==> src/rtl/fir_pkg.sv <==
// Shared definitions for the FIR filter output path.
package fir_pkg;

  localparam int BYTE_SIZE   = 8;
  localparam int PACKET_SIZE = 8;
  localparam int SAMPLES_NUM = 2;

  typedef enum logic [1:0] {
    IDLE   = 2'd0,
    SCALE  = 2'd1,
    COMMIT = 2'd2
  } packer_state_t;

endpackage

==> src/rtl/fir_sample_scaler.sv <==
// Combinational round / arithmetic-shift / saturate of one signed filter result.
// The work is done at ACC_WIDTH+1 bits, so the rounding bias can never wrap.
module fir_sample_scaler #(
  parameter int ACC_WIDTH = 32,
  parameter int OUT_WIDTH = 32,
  parameter int SHIFT     = 0
) (
  input  logic [ACC_WIDTH-1:0] x,
  output logic [OUT_WIDTH-1:0] y,
  output logic                 satFlag
);

  logic signed [ACC_WIDTH:0] x_ext;
  logic signed [ACC_WIDTH:0] rounded;

  assign x_ext = {x[ACC_WIDTH-1], x};

  generate
    if (SHIFT == 0) begin : g_no_shift
      assign rounded = x_ext;
    end else begin : g_shift
      // Adding half an output LSB before the arithmetic shift gives round-half-up.
      localparam logic signed [ACC_WIDTH:0] ROUND_BIAS = {{ACC_WIDTH{1'b0}}, 1'b1} << (SHIFT - 1);
      logic signed [ACC_WIDTH:0] biased;
      assign biased  = x_ext + ROUND_BIAS;
      assign rounded = biased >>> SHIFT;
    end

    if (OUT_WIDTH > ACC_WIDTH) begin : g_wide_out
      // The output is wide enough for any rounded value: plain sign extension.
      assign y       = OUT_WIDTH'(rounded);
      assign satFlag = 1'b0;
    end else begin : g_clamp
      // The value fits when every bit from the output sign bit upwards agrees.
      logic [ACC_WIDTH-OUT_WIDTH+1:0] upper_bits;
      logic                           fits;
      assign upper_bits = rounded[ACC_WIDTH:OUT_WIDTH-1];
      assign fits       = (&upper_bits) | ~(|upper_bits);
      assign satFlag    = ~fits;
      assign y = fits                ? rounded[OUT_WIDTH-1:0] :
                 rounded[ACC_WIDTH]  ? {1'b1, {(OUT_WIDTH-1){1'b0}}} :
                                       {1'b0, {(OUT_WIDTH-1){1'b1}}};
    end
  endgenerate

endmodule

==> src/rtl/fir_result_packer.sv <==
// Packs one filter run into an SPI-sized packet, one scaled sample per cycle,
// and double-buffers the result so the SPI transmit path only ever sees whole packets.
module fir_result_packer
  import fir_pkg::*;
#(
  parameter int PACKET_SIZE = fir_pkg::PACKET_SIZE,
  parameter int SAMPLES_NUM = fir_pkg::SAMPLES_NUM,
  parameter int ACC_WIDTH   = 32,
  parameter int OUT_WIDTH   = 32,
  parameter int SHIFT       = 0,
  localparam int PW         = PACKET_SIZE * BYTE_SIZE
) (
  input  logic                             clk,
  input  logic                             nResetIn,
  input  logic                             resultValidIn,
  input  logic [SAMPLES_NUM*ACC_WIDTH-1:0] resultIn,
  input  logic                             packetDoneIn,
  input  logic                             statusClearIn,
  output logic [PW-1:0]                    txDataOut,
  output logic                             busyOut,
  output logic                             overrunOut,
  output logic                             dropOut,
  output logic                             underrunOut,
  output logic                             satOut
);

  localparam int                IDX_W    = (SAMPLES_NUM > 1) ? $clog2(SAMPLES_NUM) : 1;
  localparam logic [IDX_W-1:0] LAST_IDX = IDX_W'(SAMPLES_NUM - 1);

  packer_state_t                    state_q, state_d;
  logic [IDX_W-1:0]                 idx_q, idx_d;
  logic [SAMPLES_NUM*ACC_WIDTH-1:0] in_q, in_d;
  logic [PW-1:0]                    stage_q, stage_d;
  logic [PW-1:0]                    ready_q, ready_d;
  logic                             ready_flag_q, ready_flag_d;
  logic [PW-1:0]                    tx_q, tx_d;
  logic                             busy_q, busy_d;
  logic                             overrun_q, overrun_d;
  logic                             drop_q, drop_d;
  logic                             underrun_q, underrun_d;
  logic                             sat_q, sat_d;

  logic [ACC_WIDTH-1:0] samples [SAMPLES_NUM];
  logic [ACC_WIDTH-1:0] cur_sample;
  logic [OUT_WIDTH-1:0] scaled;
  logic                 scaled_sat;
  logic                 commit;

  // Sample 0 sits in the MSBs of the captured result word.
  generate
    for (genvar gi = 0; gi < SAMPLES_NUM; gi++) begin : g_samples
      assign samples[gi] = in_q[(SAMPLES_NUM-1-gi)*ACC_WIDTH +: ACC_WIDTH];
    end
  endgenerate

  // Select the sample addressed by idx for the shared scaler.
  always_comb begin
    cur_sample = '0;
    for (int s = 0; s < SAMPLES_NUM; s++) begin
      if (idx_q == IDX_W'(s)) cur_sample = samples[s];
    end
  end

  fir_sample_scaler #(
    .ACC_WIDTH(ACC_WIDTH),
    .OUT_WIDTH(OUT_WIDTH),
    .SHIFT    (SHIFT)
  ) u_scaler (
    .x      (cur_sample),
    .y      (scaled),
    .satFlag(scaled_sat)
  );

  assign commit = (state_q == COMMIT);

  // Next-state logic: FSM, staging, double buffer, transmit register and sticky status.
  always_comb begin
    state_d      = state_q;
    idx_d        = idx_q;
    in_d         = in_q;
    stage_d      = stage_q;
    ready_d      = ready_q;
    ready_flag_d = ready_flag_q;
    tx_d         = tx_q;
    // Clear first so that a same-cycle event below re-sets its bit.
    overrun_d    = statusClearIn ? 1'b0 : overrun_q;
    drop_d       = statusClearIn ? 1'b0 : drop_q;
    underrun_d   = statusClearIn ? 1'b0 : underrun_q;
    sat_d        = statusClearIn ? 1'b0 : sat_q;

    case (state_q)
      IDLE: begin
        if (resultValidIn) begin
          in_d    = resultIn;
          idx_d   = '0;
          stage_d = '0;
          state_d = SCALE;
        end
      end
      SCALE: begin
        for (int s = 0; s < SAMPLES_NUM; s++) begin
          if (idx_q == IDX_W'(s)) stage_d[PW-1-s*OUT_WIDTH -: OUT_WIDTH] = scaled;
        end
        if (scaled_sat) sat_d = 1'b1;
        if (idx_q == LAST_IDX) state_d = COMMIT;
        else                   idx_d   = idx_q + 1'b1;
      end
      COMMIT: begin
        state_d = IDLE;
      end
      default: begin
        state_d = IDLE;
      end
    endcase

    // A new run cannot be accepted while the previous one is still being packed.
    if (resultValidIn && (state_q != IDLE)) overrun_d = 1'b1;

    // Packet boundary: hand over the waiting packet, the one being committed
    // right now, or zeros; an already-sent packet is never repeated.
    if (packetDoneIn) begin
      if (ready_flag_q) begin
        tx_d         = ready_q;
        ready_flag_d = 1'b0;
      end else if (commit) begin
        tx_d = stage_q;
      end else begin
        tx_d       = '0;
        underrun_d = 1'b1;
      end
    end

    // Commit into the ready buffer unless the packet was just bypassed to tx.
    // If the boundary consumed the old ready packet this cycle, nothing is lost.
    if (commit && !(packetDoneIn && !ready_flag_q)) begin
      ready_d      = stage_q;
      ready_flag_d = 1'b1;
      if (ready_flag_q && !packetDoneIn) drop_d = 1'b1;
    end

    busy_d = (state_d != IDLE);
  end

  // State and output registers with asynchronous active-low reset.
  always_ff @(posedge clk or negedge nResetIn) begin
    if (!nResetIn) begin
      state_q      <= IDLE;
      idx_q        <= '0;
      in_q         <= '0;
      stage_q      <= '0;
      ready_q      <= '0;
      ready_flag_q <= 1'b0;
      tx_q         <= '0;
      busy_q       <= 1'b0;
      overrun_q    <= 1'b0;
      drop_q       <= 1'b0;
      underrun_q   <= 1'b0;
      sat_q        <= 1'b0;
    end else begin
      state_q      <= state_d;
      idx_q        <= idx_d;
      in_q         <= in_d;
      stage_q      <= stage_d;
      ready_q      <= ready_d;
      ready_flag_q <= ready_flag_d;
      tx_q         <= tx_d;
      busy_q       <= busy_d;
      overrun_q    <= overrun_d;
      drop_q       <= drop_d;
      underrun_q   <= underrun_d;
      sat_q        <= sat_d;
    end
  end

  assign txDataOut   = tx_q;
  assign busyOut     = busy_q;
  assign overrunOut  = overrun_q;
  assign dropOut     = drop_q;
  assign underrunOut = underrun_q;
  assign satOut      = sat_q;

endmodule
==> config.mk <==
export PLATFORM = sky130hd
export DESIGN_NAME = fir_result_packer
export DESIGN_NICKNAME = d
export VERILOG_FILES = /design/src/rtl/fir_pkg.sv /design/src/rtl/fir_sample_scaler.sv /design/src/rtl/fir_result_packer.sv
export SDC_FILE = /design/constraint.sdc
export NUM_CORES = 1
export LEC_CHECK = 0
export ABC_AREA = 1
export BUFFER_PORTS_ARGS = -buffer_cell sky130_fd_sc_hd__buf_2
export CAP_MARGIN = 0
export CORE_UTILIZATION = 30
export CTS_BUF_LIST = sky130_fd_sc_hd__clkbuf_8
export CTS_CLUSTER_SIZE = 16
export DETAILED_ROUTE_END_ITERATION = 8
export SYNTH_ARGS = -nofsm -noshare
export SYNTH_HDL_FRONTEND = slang
export SYNTH_SLANG_ARGS = --single-unit
export TNS_END_PERCENT = 30
==> constraint.sdc <==
create_clock -name clk -period 3 [get_ports clk]
set_input_delay 0.15 -clock clk [delete_from_list [all_inputs] [get_ports clk]]
set_output_delay 0.15 -clock clk [all_outputs]
set_load 0.02 [all_outputs]
==> run_results.csv, run 1 <==
group,metric,value,unit
outcome,status,"finished with violations",
outcome,violations,"design-rule violations",
placed_design,place_inst,1873,
pwr,p_per_area,907,nW/um2
clock_network,numCtsBuffers,44,
sta,fin_tns_setup,0,ns
drt,drtIter0Drc,520,
floorplan,start_util,0.307,
synth,synth_compound_area_frac,0.0601,
synth,yosysUniqueCellTypes,14,
clock_network,clk_latency,0.56,ns
pwr,irDropWorstVdd,0.332,mV
synth,syn_nets,1409,
global_routing,grt_use_total,0.155,
clock_network,cts_tree,"done",
synth,synth_area_leaders,"dfrtp_1 (60%), nand2_1 (20%), a21oi_1 (5.8%)",
worst_hold_path,min_from,"packetDoneIn",
synth,yosysWarnings,0,
floorplan,ioPinCount,138,
synth,yosys.area.top_type_share,0.601,
clock_network,cts.sinks,264,
worst_hold_path,hold_depth,3,
sta,fin_skew,0.0218,ns
finish,num_antenna_cells,0,
finish,synthToLayoutAreaGrowth,23.3,%
synth,yosys-mux-area-fraction,0,
sta,fin_hold_ws,0.0837,ns
clock_network,clk_pin_slew,0.06,ns
synth,synth_simple_gate_area_share,0.277,
placed_design,portBuffers,136,
drt,drt_wl_total,28300,um
global_routing,grt_max_degree,99,
finish,fin_nets,1594,
clock_network,cts_root_buffer,"clkbuf_8",
worst_setup_path,path_class,"flop to flop",
floorplan,core-area,35800,um2
finish,final_area,13500,um2
worst_setup_path,end_kind,"flop",
worst_setup_path,cp-start-kind,"flop",
drt,wl_per_cell,14.1,um
worst_setup_path,r2r_end,"txDataOut[36]",
synth,synth_top_family_by_area,"simple AND/OR/NAND/NOR gates",
worst_setup_path,critical_path.max_fanout,70,
floorplan,rows,69,
finish,final_layout_size_suffix_gt1_frac,0.141,
worst_setup_path,arrival,2.49,ns
floorplan,die-area,37400,um2
global_routing,grt_overflow,0,
synth,synthCells,1340,
placed_design,dp_hpwl,17100,um
sta,fmax,492,MHz
clock_network,htree_levels,2,
sta,fin_crit_sh,0.677,
synth,synth_area_leader_cell,"dfrtp_1",
job,cap_violations,0,
floorplan,die_h,193,um
worst_hold_path,holdPathEnd,"txDataOut[31]",
drt,drcViolationCount,4,
synth,synth_seq_area_share,0.601,
sta,finalHoldViolations,0,
sta,slew_headroom,0.474,
synth,synth.avg_cell_area,8.20,um2
floorplan,die_w,193,um
placed_design,gp_congestion,0.748,
synth,synth_xor_xnor_area_share,0,
synth,synth_area,11000,um2
sta,maxSlewViolCount,0,
sta,worst_slew_pin_slew,0.789,ns
worst_setup_path,rr_worst_depth,3,
drt,firstDrtPassIters,6,
finish,layoutNonFillerInstCount,2011,
global_routing,grt_pass1_wl,47100,um
worst_setup_path,cp-startpoint,"ready_flag_q",
sta,rsz0062_at_grt,"no",
sta,period_needed,2.03,ns
sta,setup-violations-final,0,
pwr,finalPower,12.3,mW
global_routing,grt_pass1_vias,8921,
worst_setup_path,r2r_slack,0.97,ns
pwr,p_leak,7.20,nW
drt,viasPerCell,4.45,
drt,postRouteAntennaNets,0,
worst_setup_path,r2r_start,"ready_flag_q",
global_routing,grt_antenna_before_repair,0,
drt,num_vias,8955,
clock_network,clockBufferDepth,3,
worst_hold_path,hold_class,"input port to flop",
synth,synthAdderAreaFrac,0,
synth,ys_ff_latch,264,
placed_design,post_dp_cell_area,12100,um2
worst_setup_path,crit_required,3.46,ns
==> per-layer routing <==
layer	GRT usage	vias to the layer above	wire (um)
met5	0	-	0
met4	0.0593	0	847
met3	0.0249	59	1130
met2	0.254	166	13200
met1	0.205	4230	13000
li1	-	4500	-
==> what timing repair did <==
action / CTS / global route
setup buffers: 0 / 0
hold buffers: 67 / 0
endpoints found under the hold margin: 144 / 0
gates resized for setup: 0 / 0
==> worst max-delay path, cell delays in order, from the launching register on <==
cell and delay [ns]:
dfrtp_4 0.84, buf_4 0.71, a21oi_1 0.16, a21oi_1 0.20
==> where the power goes <==
group	switching [mW]	total, mW	internal, mW	leakage, nW
Clock	1.39	2.96	1.57	0.472
Combinational	2.36	3.53	1.17	3.33
Sequential	0.927	5.80	4.87	3.40
Total	4.68	12.3	7.60	7.20
==> cell usage after synthesis <==
library cell  number
clkbuf_1          23
conb_1             1
a21oi_1          128
dfrtp_1          264
o21ai_0            4
buf_4              7
inv_2              2
buf_1              5
buf_2             47
nand2_1          589
inv_1             71
nand3_1           66
nor2_4             1
nor2_1           132
==> sequential cells by signal, summed over array words and instances (netlist names) <==
register      flops
txDataOut        64
overrunOut        1
idx_q             1
state_q           2
ready_flag_q      1
dropOut           1
underrunOut       1
stage_q          64
in_q             64
ready_q          64
busyOut           1
==> cells in the final DEF, fill, tap and decap left out, types with 3 or more instances in the layout <==
master | netlist | routed
inv_1 | 71 | 86
clkinv_2 | 0 | 4
buf_2 | 47 | 135
nand2_1 | 589 | 587
nand3_1 | 66 | 65
dlygate4sd3_1 | 0 | 67
nor2_1 | 132 | 130
dfrtp_1 | 264 | 263
nor2_4 | 1 | 3
inv_2 | 2 | 3
o21ai_0 | 4 | 4
buf_4 | 7 | 14
clkbuf_8 | 0 | 49
a21oi_1 | 128 | 128
buf_12 | 0 | 4
==> worst max path at each step <==
stage	endpoint	slack, ns	cells past startpoint
after detailed placement	ready_q[6]	1.00	6
after CTS	ready_q[6]	0.97	6
after floorplan	stage_q[61]	1.83	6
after global placement	ready_q[21]	1.03	6
after global routing	txDataOut[36]	0.81	3
final	txDataOut[36]	0.97	3
==> layout make-up <==
| type | count | area, um2 |
|---|---|---|
| Timing Repair Buffer | 221 | 1550 |
| Multi-Input combinational cell | 921 | 3740 |
| Tap cell | 461 | 577 |
| Fill cell | 3632 | 22300 |
| Clock inverter | 22 | 119 |
| Inverter | 73 | 274 |
| Sequential cell | 264 | 6610 |
| Clock buffer | 49 | 674 |
==> kinds of logic after synthesis <==
group,Yosys count
AND/OR/NAND/NOR,788
buffers and inverters,155
AO/OA/AOI/OAI,132
other,1
flip-flops,264
==> through the flow <==
stage	utilization	setup WS, ns
after CTS	0.378	0.969
after global routing	0.378	0.810
after floorplan	-	1.83
after global placement	0.337	1.03
final	0.378	0.969
after detailed placement	0.337	1.00
Note: power is estimated with default switching activity, not from simulation.
==> run 2: changes to the inputs <==
clock period = 1.9 ns   (was 3 ns; I/O delays follow)
==> run 2 against run 1 <==
The run still ends with design-rule violations left. Largest power group unchanged. Largest cell class unchanged. Via count grew 1.4%. Critical path type unchanged. Die area is the same. Non-clock buffer count grew 15.
==> run_results.csv, run 2 (synthesis gave the netlist of run 1 again) <==
group,metric,value,unit
worst_setup_path,cp-start-kind,"flop",
worst_setup_path,cp_slowest_stage_delay,0.57,ns
worst_hold_path,hold_class,"input port to async pin",
clock_network,clockBufferDepth,3,
pwr,internal-power,12.4,mW
outcome,violations,"design-rule violations",
pwr,combPwrFrac,0.302,
finish,fillers,3595,
global_routing,grt_pass1_vias,9149,
global_routing,grt_antenna_before_repair,1,
clock_network,cts.sinks,264,
global_routing,grt_overflow,0,
worst_setup_path,crit_required,2.35,ns
sta,rsz0062_at_grt,"no",
pwr,irDropWorstVdd,0.516,mV
sta,fin_tns_setup,0,ns
outcome,status,"finished with violations",
pwr,p_leak,7.32,nW
placed_design,portBuffers,136,
placed_design,place_inst,1882,
finish,synthToLayoutAreaGrowth,26.0,%
floorplan,core-area,35800,um2
finish,layout_commonest_cell,"nand2_1",
drt,viasPerCell,4.46,
pwr,p_sw_frac,0.379,
drt,postRouteAntennaNets,0,
finish,fin_nets,1610,
clock_network,cts_tree,"done",
floorplan,ioPinCount,138,
job,cap_violations,0,
placed_design,gp_congestion,0.770,
drt,drcViolationCount,4,
floorplan,start_util,0.307,
finish,final_layout_size_suffix_gt1_frac,0.149,
pwr,p_per_area,1440,nW/um2
worst_setup_path,critical_path.max_fanout,25,
placed_design,dp_slack,0.418,ns
sta,maxSlewViolCount,0,
floorplan,rows,69,
drt,wl_per_cell,14.3,um
clock_network,numCtsBuffers,45,
placed_design,dp_hpwl,17400,um
sta,period_needed,1.76,ns
drt,drt_wl_total,29100,um
clock_network,clk_pin_slew,0.06,ns
finish,final_area,13800,um2
sta,fmax,568,MHz
sta,slew_headroom,0.596,
floorplan,die_h,193,um
global_routing,grt_pass1_wl,48200,um
worst_setup_path,crit_chain,"nor2_4 > buf_4 > o21ai_0 > dlygate4sd3_1",
finish,layoutNonFillerInstCount,2033,
sta,worst_slew_pin_slew,0.604,ns
global_routing,grt_use_total,0.159,
drt,drtIter0Drc,510,
sta,finalHoldViolations,0,
clock_network,cts_root_buffer,"clkbuf_8",
finish,final_cell_mix,"nand2_1 (587), dfrtp_1 (263), buf_2 (135)",
clock_network,post_cts_buffers,0,
global_routing,grt_max_degree,59,
pwr,power_frac_seq,0.450,
clock_network,clk_latency,0.57,ns
floorplan,die-area,37400,um2
floorplan,die_w,193,um
drt,firstDrtPassIters,7,
placed_design,post_dp_cell_area,12200,um2
worst_setup_path,arrival,2.21,ns
worst_setup_path,crit_slowest_cell,"dlygate4sd3_1",
sta,setup_ws,0.140,ns
clock_network,htree_levels,2,
sta,fin_skew,0.0204,ns
worst_setup_path,rr_worst_depth,4,
sta,fin_crit_sh,0.926,
worst_setup_path,path_class,"flop to flop",
drt,num_vias,9076,
worst_setup_path,end_kind,"flop",
pwr,p_clk_frac,0.248,
clock_network,cts_resized,0,
sta,setup-violations-final,0,
pwr,p_switching,7.56,mW
pwr,finalPower,20.0,mW
run 2: cell types whose count changed in the layout (fill, tap and decap cells not counted), sizes merged:
cell / change
buf: +9
clkbuf: +8
dlygate4sd3: +6
clkinv: -2
clkinvlp: +2
bufinv: -1
diode: +1
inv: -1
run 2: worst max-delay path: cells and delay by family, from the launching register on:
kind / cells / cell delay (ns)
flops: 1 / 0.46
simple gates: 1 / 0.17
compound gates: 1 / 0.13
buf+inv: 2 / 0.89
run 2: stage by stage:
stage               utilization  hold WS [ns]
floorplan                     -        -0.201
global placement          0.341        0.0808
detailed placement        0.341        0.0780
CTS                       0.386        0.0289
global route              0.386        0.0539
finish                    0.386        0.0662
run 2: area by class of cell:
type                            count  area, um2  share of cell area
Timing Repair Buffer              236       1760               0.127
Sequential cell                   264       6610               0.478
Antenna cell                        1       2.50            0.000181
Multi-Input combinational cell    921       3740               0.270
Clock buffer                       57        785              0.0567
Clock inverter                     20       85.1             0.00615
Inverter                           73        274              0.0198
Tap cell                          461        577              0.0417
run 2: path summary, 6_finish.rpt:
| path | startpoint | endpoint | slack (ns) |
|---|---|---|---|
| max | state_q[0] | underrunOut | 0.14 |
| min | nResetIn | in_q[8] | 0.07 |
| max reg2reg | state_q[0] | underrunOut | 0.14 |
| min reg2reg | in_q[31] | stage_q[31] | 0.47 |
| max in group asynchronous | nResetIn | ready_q[23] | 1.17 |
| min in group clk | packetDoneIn | txDataOut[1] | 0.07 |
run 2: timing repair:
action / in CTS / in global routing
endpoints found under the setup margin: 0 / 0
hold buffers: 73 / 0
hold endpoints to repair: 333 / 0
run 2: power by group through the flow:
stage                     clock network, mW  logic (mW)  registers, mW
after floorplan                           0        3.98           9.00
after global placement                    0        5.83           9.02
after detailed placement                  0        5.97           9.06
after CTS                              5.11        6.14           8.99
after global routing                   5.37        6.92           9.27
final                                  4.96        6.02           8.99
run 2: metal layers:
metal / track usage / routed length [um]
met1: 0.210 / 13600
met2: 0.256 / 13300
met3: 0.0298 / 1240
met4: 0.0649 / 902
met5: 0 / 0
